## src/rtl/ipq_pkg.sv

```systemverilog
// ipq_pkg: shared types and default sizes for the instruction prefetch queue.
// Holds the FSM state encoding and the default AW/DW/DEPTH values.
package ipq_pkg;

    localparam int IPQ_AW    = 8;
    localparam int IPQ_DW    = 8;
    localparam int IPQ_DEPTH = 4;

    typedef enum logic [1:0] {
        IPQ_IDLE    = 2'd0,
        IPQ_REQ     = 2'd1,
        IPQ_DISCARD = 2'd2
    } ipq_state_e;

endpackage

```

## src/rtl/ip_prefetch_queue_if.sv

```systemverilog
// ip_prefetch_queue_if: bundles the IP register controls, fetch bus, flush
// and decoder stream. master = prefetch stage, slave = its environment.
// out_addr exists only when IPQ_ADDR_TAG_EN is defined.
interface ip_prefetch_queue_if
    import ipq_pkg::*;
#(
    parameter int AW = IPQ_AW,
    parameter int DW = IPQ_DW
) ();

    logic [AW-1:0] ip_q;
    logic          ip_en;
    logic          ip_sel;
    logic [AW-1:0] ip_d;
    logic          mem_req;
    logic [AW-1:0] mem_addr;
    logic          mem_ack;
    logic [DW-1:0] mem_data;
    logic          flush;
    logic [AW-1:0] flush_addr;
    logic          out_valid;
    logic          out_ready;
    logic [DW-1:0] out_data;
`ifdef IPQ_ADDR_TAG_EN
    logic [AW-1:0] out_addr;

    modport master (
        input  ip_q, mem_ack, mem_data, flush, flush_addr, out_ready,
        output ip_en, ip_sel, ip_d, mem_req, mem_addr,
        output out_valid, out_data, out_addr
    );

    modport slave (
        output ip_q, mem_ack, mem_data, flush, flush_addr, out_ready,
        input  ip_en, ip_sel, ip_d, mem_req, mem_addr,
        input  out_valid, out_data, out_addr
    );
`else
    modport master (
        input  ip_q, mem_ack, mem_data, flush, flush_addr, out_ready,
        output ip_en, ip_sel, ip_d, mem_req, mem_addr,
        output out_valid, out_data
    );

    modport slave (
        output ip_q, mem_ack, mem_data, flush, flush_addr, out_ready,
        input  ip_en, ip_sel, ip_d, mem_req, mem_addr,
        input  out_valid, out_data
    );
`endif

endinterface

```

## src/rtl/ipq_fifo.sv

```systemverilog
// ipq_fifo: circular buffer with read/write pointers, occupancy count and a
// synchronous clear. Ports: i_clk, i_rst, i_clr, i_push/i_wdata, i_pop,
// o_rdata (head), o_count, o_full, o_empty. DEPTH must be a power of two.
module ipq_fifo #(
    parameter int DEPTH = 4,
    parameter int EW    = 8
) (
    input  logic                     i_clk,
    input  logic                     i_rst,
    input  logic                     i_clr,
    input  logic                     i_push,
    input  logic [EW-1:0]            i_wdata,
    input  logic                     i_pop,
    output logic [EW-1:0]            o_rdata,
    output logic [$clog2(DEPTH):0]   o_count,
    output logic                     o_full,
    output logic                     o_empty
);

    localparam int PW = $clog2(DEPTH);
    localparam int CW = PW + 1;

    logic [EW-1:0] r_mem [DEPTH];
    logic [PW-1:0] r_wptr;
    logic [PW-1:0] r_rptr;
    logic [CW-1:0] r_count;

    always_ff @(posedge i_clk) begin
        if (i_rst) begin
            r_wptr  <= '0;
            r_rptr  <= '0;
            r_count <= '0;
            for (int i = 0; i < DEPTH; i++) begin
                r_mem[i] <= '0;
            end
        end else if (i_clr) begin
            r_wptr  <= '0;
            r_rptr  <= '0;
            r_count <= '0;
        end else begin
            if (i_push) begin
                r_mem[r_wptr] <= i_wdata;
                r_wptr        <= r_wptr + 1'b1;
            end
            if (i_pop) begin
                r_rptr <= r_rptr + 1'b1;
            end
            case ({i_push, i_pop})
                2'b10:   r_count <= r_count + 1'b1;
                2'b01:   r_count <= r_count - 1'b1;
                default: r_count <= r_count;
            endcase
        end
    end

    assign o_rdata = r_mem[r_rptr];
    assign o_count = r_count;
    assign o_full  = (r_count == CW'(DEPTH));
    assign o_empty = (r_count == '0);

endmodule

```

## src/rtl/ip_prefetch_queue.sv

```systemverilog
// ip_prefetch_queue: fetches bytes at the current IP over a req/ack bus,
// queues them for the decoder and steers the IP register (increment on
// each completed fetch, load on flush). Ports: clk, rst, bus (master).
// Build option IPQ_ADDR_TAG_EN stores each byte's address and drives out_addr.
module ip_prefetch_queue
    import ipq_pkg::*;
#(
    parameter int DEPTH = IPQ_DEPTH,
    parameter int AW    = IPQ_AW,
    parameter int DW    = IPQ_DW
) (
    input  logic                clk,
    input  logic                rst,
    ip_prefetch_queue_if.master bus
);

`ifdef IPQ_ADDR_TAG_EN
    localparam int EW = AW + DW;
`else
    localparam int EW = DW;
`endif
    localparam int CW = $clog2(DEPTH) + 1;

    ipq_state_e    r_state;
    logic [AW-1:0] r_mem_addr;
    logic          r_mem_req;

    logic          w_ack_req;
    logic          w_push;
    logic          w_pop;
    logic          w_full;
    logic          w_empty;
    logic [EW-1:0] w_wdata;
    logic [EW-1:0] w_rdata;
    logic [CW-1:0] w_count;

    assign w_ack_req = (r_state == IPQ_REQ) && bus.mem_ack;
    assign w_push    = w_ack_req && !bus.flush;
    assign w_pop     = !w_empty && bus.out_ready && !bus.flush;

    // A request is only issued with a free slot, so the ack push is always
    // accepted; flush stays in IDLE so the redirected IP is sampled next.
    always_ff @(posedge clk) begin
        if (rst) begin
            r_state    <= IPQ_IDLE;
            r_mem_addr <= '0;
            r_mem_req  <= 1'b0;
        end else begin
            unique case (r_state)
                IPQ_IDLE: begin
                    if (!bus.flush && !w_full) begin
                        r_mem_addr <= bus.ip_q;
                        r_mem_req  <= 1'b1;
                        r_state    <= IPQ_REQ;
                    end
                end
                IPQ_REQ: begin
                    if (bus.mem_ack) begin
                        r_mem_req <= 1'b0;
                        r_state   <= IPQ_IDLE;
                    end else if (bus.flush) begin
                        r_state <= IPQ_DISCARD;
                    end
                end
                IPQ_DISCARD: begin
                    // The stale request must still complete; its data is dropped.
                    if (bus.mem_ack) begin
                        r_mem_req <= 1'b0;
                        r_state   <= IPQ_IDLE;
                    end
                end
                default: begin
                    r_mem_req <= 1'b0;
                    r_state   <= IPQ_IDLE;
                end
            endcase
        end
    end

    // Flush overrides the increment and is honoured in every state.
    assign bus.ip_en  = !rst && (bus.flush || w_ack_req);
    assign bus.ip_sel = !rst && bus.flush;
    assign bus.ip_d   = (!rst && bus.flush) ? bus.flush_addr : '0;

    assign bus.mem_req  = r_mem_req;
    assign bus.mem_addr = r_mem_addr;

`ifdef IPQ_ADDR_TAG_EN
    assign w_wdata      = {r_mem_addr, bus.mem_data};
    assign bus.out_addr = w_rdata[EW-1:DW];
`else
    assign w_wdata = bus.mem_data;
`endif
    assign bus.out_data  = w_rdata[DW-1:0];
    assign bus.out_valid = !w_empty;

    ipq_fifo #(
        .DEPTH (DEPTH),
        .EW    (EW)
    ) u_fifo (
        .i_clk   (clk),
        .i_rst   (rst),
        .i_clr   (bus.flush),
        .i_push  (w_push),
        .i_wdata (w_wdata),
        .i_pop   (w_pop),
        .o_rdata (w_rdata),
        .o_count (w_count),
        .o_full  (w_full),
        .o_empty (w_empty)
    );

endmodule

```

## src/flat_wrapper.sv

```systemverilog
// flat-port wrapper written by rule: the top's interface ports become plain ports
module ip_prefetch_queue_flat import ipq_pkg::*;
#(
    parameter int DEPTH = IPQ_DEPTH,
    parameter int AW    = IPQ_AW,
    parameter int DW    = IPQ_DW
)
  (clk, rst, bus_ip_q, bus_mem_ack, bus_mem_data, bus_flush, bus_flush_addr, bus_out_ready, bus_ip_en, bus_ip_sel, bus_ip_d, bus_mem_req, bus_mem_addr, bus_out_valid, bus_out_data);
  ip_prefetch_queue_if #(.AW(AW), .DW(DW)) bus_i ();
  input  logic clk;
  input  logic rst;
  input wire logic [$bits(bus_i.ip_q)-1:0] bus_ip_q;
  input wire logic [$bits(bus_i.mem_ack)-1:0] bus_mem_ack;
  input wire logic [$bits(bus_i.mem_data)-1:0] bus_mem_data;
  input wire logic [$bits(bus_i.flush)-1:0] bus_flush;
  input wire logic [$bits(bus_i.flush_addr)-1:0] bus_flush_addr;
  input wire logic [$bits(bus_i.out_ready)-1:0] bus_out_ready;
  output wire logic [$bits(bus_i.ip_en)-1:0] bus_ip_en;
  output wire logic [$bits(bus_i.ip_sel)-1:0] bus_ip_sel;
  output wire logic [$bits(bus_i.ip_d)-1:0] bus_ip_d;
  output wire logic [$bits(bus_i.mem_req)-1:0] bus_mem_req;
  output wire logic [$bits(bus_i.mem_addr)-1:0] bus_mem_addr;
  output wire logic [$bits(bus_i.out_valid)-1:0] bus_out_valid;
  output wire logic [$bits(bus_i.out_data)-1:0] bus_out_data;
  assign bus_i.ip_q = bus_ip_q;
  assign bus_i.mem_ack = bus_mem_ack;
  assign bus_i.mem_data = bus_mem_data;
  assign bus_i.flush = bus_flush;
  assign bus_i.flush_addr = bus_flush_addr;
  assign bus_i.out_ready = bus_out_ready;
  assign bus_ip_en = bus_i.ip_en;
  assign bus_ip_sel = bus_i.ip_sel;
  assign bus_ip_d = bus_i.ip_d;
  assign bus_mem_req = bus_i.mem_req;
  assign bus_mem_addr = bus_i.mem_addr;
  assign bus_out_valid = bus_i.out_valid;
  assign bus_out_data = bus_i.out_data;
  ip_prefetch_queue #(.DEPTH(DEPTH), .AW(AW), .DW(DW)) u_core (.clk(clk), .rst(rst), .bus(bus_i));
endmodule
```

## config.mk

```make
export PLATFORM = sky130hd
export DESIGN_NAME = ip_prefetch_queue_flat
export DESIGN_NICKNAME = d
export VERILOG_FILES = /design/src/rtl/ipq_pkg.sv /design/src/rtl/ip_prefetch_queue_if.sv /design/src/rtl/ipq_fifo.sv /design/src/rtl/ip_prefetch_queue.sv /design/src/flat_wrapper.sv
export SDC_FILE = /design/constraint.sdc
export NUM_CORES = 1
export LEC_CHECK = 0
export ABC_AREA = 1
export CAP_MARGIN = 40
export CELL_PAD_IN_SITES_DETAIL_PLACEMENT = 1
export CELL_PAD_IN_SITES_GLOBAL_PLACEMENT = 2
export CORE_UTILIZATION = 32
export DETAILED_ROUTE_END_ITERATION = 16
export HOLD_SLACK_MARGIN = 0.05
export PLACE_DENSITY_LB_ADDON = 0.1
export SETUP_SLACK_MARGIN = 0.1
export SLEW_MARGIN = 30
export SYNTH_ARGS = -nofsm -noshare
export SYNTH_HDL_FRONTEND = slang
export SYNTH_SLANG_ARGS = --single-unit
export TNS_END_PERCENT = 50
```

## constraint.sdc

```tcl
create_clock -name clk -period 5.5 [get_ports clk]
set_clock_uncertainty 0.05 [all_clocks]
set_input_delay 0.55 -clock clk [delete_from_list [all_inputs] [get_ports clk]]
set_output_delay 0.55 -clock clk [all_outputs]
set_load 0.005 [all_outputs]
```

==> impl_metrics.py, run 1 <==
metrics = {
    "drt": {
        "finalWirelength_um": 5670,
        "drt_iter0_drc": 70,
        "dr.pass1.iters": 4,
        "viasPerCell": 4.53,
        "drc": 0,
        "detail-route-antenna-nets": 0,
        "vias": 1912,
        "routedWlPerCell_um": 13.4,
    },
    "placed_design": {
        "placed_area_um2": 3060,
        "gp_congestion": 0.704,
        "portBuffers": 56,
        "place_hpwl_um": 4220,
        "dp_slack_ns": 2.69,
    },
    "setup_path": {
        "ff2ff_path_depth": 8,
        "crit_arrival_ns": 2.26,
        "critPathRequiredTime_ns": 4.90,
        "cp_slowest_cell": "dfxtp_1",
        "ff2ff_setup_slack_ns": 3.44,
        "r2r_end": "u_core.u_fifo.r_mem[2][3]",
        "path_buf_inv": 2,
        "worst-path-max-fanout": 17,
        "worstPathCellList": "inv_1 -> o21ai_0 -> o22ai_1 -> clkdlybuf4s50_1",
        "endpoint_kind": "output pin",
        "slowest_delay_ns": 0.70,
        "cp_top_family": "buffers and inverters",
        "rr_startpoint": "u_core.r_state[1]",
        "crit_type": "reg -> out",
        "critPathLaunchType": "flip-flop",
    },
    "pwr": {
        "p_per_area_nw_per_um2": 264,
        "leakagePower_nw": 1.27,
        "ir_worst_vdd_v": 0.0000958,
    },
    "layout": {
        "final_cell_mix": "nor2_1, clkdlybuf4s50_1, inv_1, edfxtp_1, o21ai_0",
        "diodes": 0,
        "drive_gt1_frac": 0.0619,
        "area.growth.synth_to_final_pct": 32.9,
        "nets": 356,
        "nFillCells": 856,
        "stdcell_area_um2": 3190,
        "mostFrequentLayoutCell": "nor2_1",
    },
    "clock_tree": {
        "htreeDepth": 2,
        "cts_buffers": 5,
        "cts-hold-fix-buffers": 0,
        "cts_tree": "built",
        "clock_sinks": 52,
        "clkLatencyLatePin_ns": 0.30,
        "post_cts_buffers": 0,
        "cts_buffer_depth": 2,
        "root_buffer": "clkbuf_8",
        "post_cts_resize_count": 0,
        "clkTransAtPathRegs_ns": 0.09,
    },
    "global_route": {
        "grt_pass1_vias": 1982,
        "grt.total_usage": 0.158,
        "grt_start_max_net_pins": 18,
        "grt_pass1_wl_um": 9180,
        "grt_overflow_total": 0,
        "antenna_found_initial": 0,
    },
    "synth": {
        "yosys.area.top_type": "edfxtp_1",
        "ys_warn_count": 0,
        "yosysSeqAreaShare": 0.568,
        "synth_nets": 297,
        "synth_cell_type_count": 24,
        "syn_area_per_cell_um2": 9.12,
        "synth_top_area_frac": 0.401,
        "syn-cell-area_um2": 2400,
        "ys_seq_elements": 52,
        "syn_inst": 263,
        "synth.area.top_cells": "edfxtp_1, dfxtp_1, nor2_1",
    },
    "timing": {
        "rsz0062_at_grt": "no",
        "worst_pin_slew_ns": 0.580,
        "whs_ns": 0.408,
        "setup_viol": 0,
        "final_hold_viol_count": 0,
        "fin_setup_tns_ns": 0,
        "post-route-period-util": 0.520,
        "post-route-min-period_ns": 2.86,
        "slew_viol_final": 0,
        "max-slew-margin-rel": 0.613,
        "setup_ws_ns": 2.64,
        "fmax_mhz": 349,
    },
    "min_path": {
        "hold_class": "reg -> reg",
        "hold_depth": 2,
        "whs_endpoint": "u_core.bus.mem_req",
        "min-delay-start": "u_core.bus.mem_req",
    },
    "run": {
        "maxCapViolCount": 0,
    },
    "floorplan": {
        "die_area_um2": 7850,
        "die_h_um": 88.6,
        "die_w_um": 88.6,
        "start_util": 0.331,
        "core-area_um2": 7250,
        "rows": 31,
        "ioPinCount": 57,
    },
    "run_status": {
        "outcome": "finished clean",
    },
}
[worst min-delay path, stage by stage (launching register included)]
cell and delay [ns]:
dfxtp_1 0.32, inv_1 0.05, a21oi_1 0.05
[cell type report]
| cell class | count | area, µm² | area share |
|---|---|---|---|
| well taps | 99 | 124 | 0.0389 |
| clock buffers | 6 | 72.6 | 0.0228 |
| flip-flops and latches | 52 | 1360 | 0.427 |
| inverters | 41 | 159 | 0.0498 |
| repair buffers | 56 | 561 | 0.176 |
| multi-input cells | 166 | 851 | 0.267 |
| clock inverters | 2 | 60.1 | 0.0188 |
[through the flow]
stage	util	power (mW)	instances
CTS	0.440	0.851	422
floorplan	-	0.485	263
global placement	0.421	0.543	414
finish	0.440	0.840	422
global route	0.440	0.876	422
detailed placement	0.421	0.545	414
[report_power, final]
group / internal, mW / total [mW] / switching (mW)
Sequential: 0.429 / 0.436 / 0.00721
Clock: 0.182 / 0.306 / 0.124
Combinational: 0.0514 / 0.0977 / 0.0463
[registers in the layout, summed over array words and instances (netlist names), named ones only]
register	cells
u_core.bus.mem_addr	8
u_core.bus.mem_req	1
u_core.r_state	2
u_core.u_fifo.o_count	3
u_core.u_fifo.r_mem	32
u_core.u_fifo.r_rptr	2
u_core.u_fifo.r_wptr	2
[kinds of logic after synthesis]
logic type,Yosys count,share of synthesized area
AO/OA/AOI/OAI,52,0.114
adder cells (fa/ha/maj),5,0.0292
buffers and inverters,45,0.0777
flip-flops,52,0.568
AND/OR/NAND/NOR,109,0.211
[worst max-delay path by stage]
| stage | from | end | slack [ns] | cells after the start |
|---|---|---|---|---|
| floorplan | u_core.r_state[1] | u_core.u_fifo.o_count[2] | 3.68 | 13 |
| global placement | bus_flush | bus_ip_d[1] | 2.75 | 6 |
| detailed placement | bus_flush | bus_ip_d[4] | 2.69 | 6 |
| CTS | flip-flop | bus_out_data[3] | 2.58 | 4 |
| global route | flip-flop | bus_out_data[3] | 2.43 | 4 |
| finish | flip-flop | bus_out_data[1] | 2.64 | 4 |
[cells in the mapped netlist, drive strengths merged]
cell type and count:
dfxtp 20, nor3b 2, a21oi 11, ha 4, inv 41, o21bai 1
fa 1, buf 2, edfxtp 32, nand3 5, nor3 3, o21ai 31
a31oi 1, nand2 20, clkbuf 2, nor2 79, o22ai 8
[routing by layer]
layer | wire length (µm) | GRT usage | vias up | share of wire
met2 | 2950 | 0.289 | 40 | 0.52
met5 | 0 | 0 | - | 0
met3 | 181 | 0.0271 | 5 | 0.032
met1 | 2460 | 0.188 | 898 | 0.43
met4 | 68 | 0.0528 | 0 | 0.012
li1 | - | - | 969 | -
No activity file was read; power rests on OpenSTA's default activity.
==> run 2: changes to the inputs <==
--- a/config.mk
+++ b/config.mk
@@ -9,7 +9,7 @@
 export CAP_MARGIN = 40
 export CELL_PAD_IN_SITES_DETAIL_PLACEMENT = 1
 export CELL_PAD_IN_SITES_GLOBAL_PLACEMENT = 2
-export CORE_UTILIZATION = 32
+export CORE_UTILIZATION = 26
 export DETAILED_ROUTE_END_ITERATION = 16
 export HOLD_SLACK_MARGIN = 0.05
 export PLACE_DENSITY_LB_ADDON = 0.1
==> constraint.sdc (replaced) <==
create_clock -name clk -period 2.59 [get_ports clk]
set_clock_uncertainty 0.05 [all_clocks]
set_input_delay 0.259 -clock clk [delete_from_list [all_inputs] [get_ports clk]]
set_output_delay 0.259 -clock clk [all_outputs]
set_load 0.005 [all_outputs]
==> run 2 against run 1 <==
Effect of this change:
- the flow now finishes with violations (design-rule violations)
- first-iteration DRC count fell by 77%
- wire length increased by 5.0%
- non-clock buffer count grew 6
- setup slack got worse by 2.3 ns
- critical path depth is 2 higher
- sequential share of layout area decreased by 0.13 points
- register-to-register slack worse by 2.9 ns
- sequential cell count unchanged
- clock-buffer cell count did not move
- combinational power rose by 120%
- critical path type is now in -> out
- critical endpoint is now bus_ip_d[1]
- largest cell class unchanged
==> impl_metrics.py, run 2 (synthesized netlist as in run 1, its figures left out) <==
metrics = {
    "global_route": {
        "grt_util_met2": 0.254,
        "antenna_found_initial": 0,
        "met1_usage": 0.149,
        "grt_pass1_vias": 2096,
        "top_usage_layer": "met2",
        "grtUsageMet3": 0.0258,
        "grt_pass1_wl_um": 9980,
        "grt.total_usage": 0.134,
        "grt_overflow_total": 0,
        "grt_start_max_net_pins": 17,
    },
    "min_path": {
        "hold_class": "reg -> reg",
        "whs_endpoint": "u_core.bus.mem_req",
        "min-delay-start": "u_core.bus.mem_req",
        "hold_depth": 2,
    },
    "setup_path": {
        "ff2ff_setup_slack_ns": 0.55,
        "crit_type": "in -> out",
        "endpoint_kind": "output pin",
        "r2r_end": "u_core.u_fifo.o_count[2]",
        "critPathLaunchType": "primary input",
        "ff2ff_path_depth": 13,
        "crit_arrival_ns": 1.93,
        "rr_startpoint": "u_core.r_state[1]",
        "worst-path-max-fanout": 8,
        "critPathRequiredTime_ns": 2.28,
    },
    "placed_design": {
        "dp_slack_ns": 0.328,
        "place_inst": 429,
        "place_hpwl_um": 4240,
        "gp_congestion": 0.648,
        "portBuffers": 56,
    },
    "layout": {
        "largest_register_ffs": 32,
        "diodes": 0,
        "largest-register": "u_core.u_fifo.r_mem",
        "nFillCells": 1039,
        "utilization": 0.363,
        "drive_gt1_frac": 0.0790,
        "final_cell_mix": "nor2_1, clkdlybuf4s50_1, inv_1, edfxtp_1, o21ai_0",
        "mostFrequentLayoutCell": "nor2_1",
        "nets": 362,
        "fin_cells": 437,
        "area.growth.synth_to_final_pct": 33.3,
    },
    "clock_tree": {
        "clkTransAtPathRegs_ns": 0.10,
        "cts_tree": "built",
        "cts-hold-fix-buffers": 0,
        "clock_sinks": 52,
        "cts_buffers": 5,
        "post_cts_buffers": 0,
        "post_cts_resize_count": 0,
        "cts_buffer_depth": 2,
        "clkLatencyLatePin_ns": 0.30,
        "htreeDepth": 2,
        "root_buffer": "clkbuf_8",
    },
    "timing": {
        "slew_viol_final": 0,
        "fmax_mhz": 446,
        "rsz0062_at_grt": "no",
        "max-slew-margin-rel": 0.686,
        "worst_pin_slew_ns": 0.471,
        "final_hold_viol_count": 0,
        "post-route-min-period_ns": 2.24,
        "fin_setup_tns_ns": 0,
        "setup_ws_ns": 0.347,
        "post-route-period-util": 0.866,
        "setup_viol": 0,
    },
    "drt": {
        "drt_iter0_drc": 16,
        "viasPerCell": 4.49,
        "routedWlPerCell_um": 13.6,
        "finalWirelength_um": 5950,
        "vias": 1962,
        "dr.pass1.iters": 10,
        "detail-route-antenna-nets": 0,
        "drc": 3,
    },
    "pwr": {
        "swShare": 0.244,
        "p_int_mw": 1.22,
        "leakagePower_nw": 1.27,
        "switchingPower_uw": 393,
        "p_per_area_nw_per_um2": 504,
        "p_comb_frac": 0.135,
        "p_seq_frac": 0.574,
        "ir_worst_vdd_v": 0.000174,
        "p_clk_frac": 0.292,
        "power.total_mw": 1.61,
    },
    "run_status": {
        "outcome": "finished with violations",
        "violations": "design-rule violations",
    },
    "floorplan": {
        "die_h_um": 98.0,
        "ioPinCount": 57,
        "die_w_um": 98.0,
        "die_area_um2": 9610,
        "start_util": 0.272,
        "core-area_um2": 8810,
        "rows": 34,
    },
    "run": {
        "maxCapViolCount": 0,
    },
}
[run 2: final cells by class]
| cell class | count | area, µm² | share of cell area |
|---|---|---|---|
| timing repair buffer | 62 | 606 | 0.189 |
| multi-input combinational | 166 | 851 | 0.266 |
| sequential | 52 | 1360 | 0.426 |
| tap | 108 | 135 | 0.0423 |
| inverter | 41 | 159 | 0.0497 |
| clock buffer | 6 | 72.6 | 0.0227 |
| clock inverter | 2 | 13.8 | 0.00430 |
[run 2: how the worst max path moves through the flow]
stage	startpoint	end	slack, ns
finish	bus_flush	bus_ip_d[1]	0.35
global route	bus_flush	bus_ip_d[3]	0.18
floorplan	u_core.r_state[1]	u_core.u_fifo.o_count[2]	0.77
CTS	bus_flush	bus_ip_d[0]	0.31
detailed placement	bus_flush	bus_ip_d[2]	0.33
global placement	bus_flush	bus_ip_d[3]	0.39
[run 2: worst max-delay path, stage by stage]
cell             delay (ns)
clkdlybuf4s50_1        0.61
inv_1                  0.12
nor2_1                 0.14
inv_1                  0.15
nor2_1                 0.13
clkdlybuf4s50_1        0.52
[run 2: power by group through the flow]
| stage | Combinational [mW] | Sequential (mW) | Clock, mW |
|---|---|---|---|
| finish | 0.217 | 0.925 | 0.470 |
| global route | 0.243 | 0.929 | 0.532 |
| CTS | 0.224 | 0.925 | 0.500 |
| detailed placement | 0.223 | 0.944 | 0 |
| global placement | 0.220 | 0.943 | 0 |
| floorplan | 0.0868 | 0.943 | 0 |
[run 2: per-stage QoR]
stage / cell area (µm²) / hold slack [ns]
final: 3200 / 0.401
after global routing: 3200 / 0.439
after CTS: 3200 / 0.409
after detailed placement: 3110 / 0.394
after global placement: 3110 / 0.389
after floorplan: 2400 / 0.278
[run 2: routing by layer]
layer	part of all wire	routed length, µm
met3	0.036	214
met2	0.52	3110
met1	0.43	2550
met5	0	0
met4	0.013	77
==> run 3: changes to the inputs <==
--- a/config.mk
+++ b/config.mk
@@ -14,7 +14,6 @@
 export HOLD_SLACK_MARGIN = 0.05
 export PLACE_DENSITY_LB_ADDON = 0.1
 export SETUP_SLACK_MARGIN = 0.1
-export SLEW_MARGIN = 30
 export SYNTH_ARGS = -nofsm -noshare
 export SYNTH_HDL_FRONTEND = slang
 export SYNTH_SLANG_ARGS = --single-unit
==> results of run 3 <==
No change in the layout: final DEF, timing and power equal those of run 2.
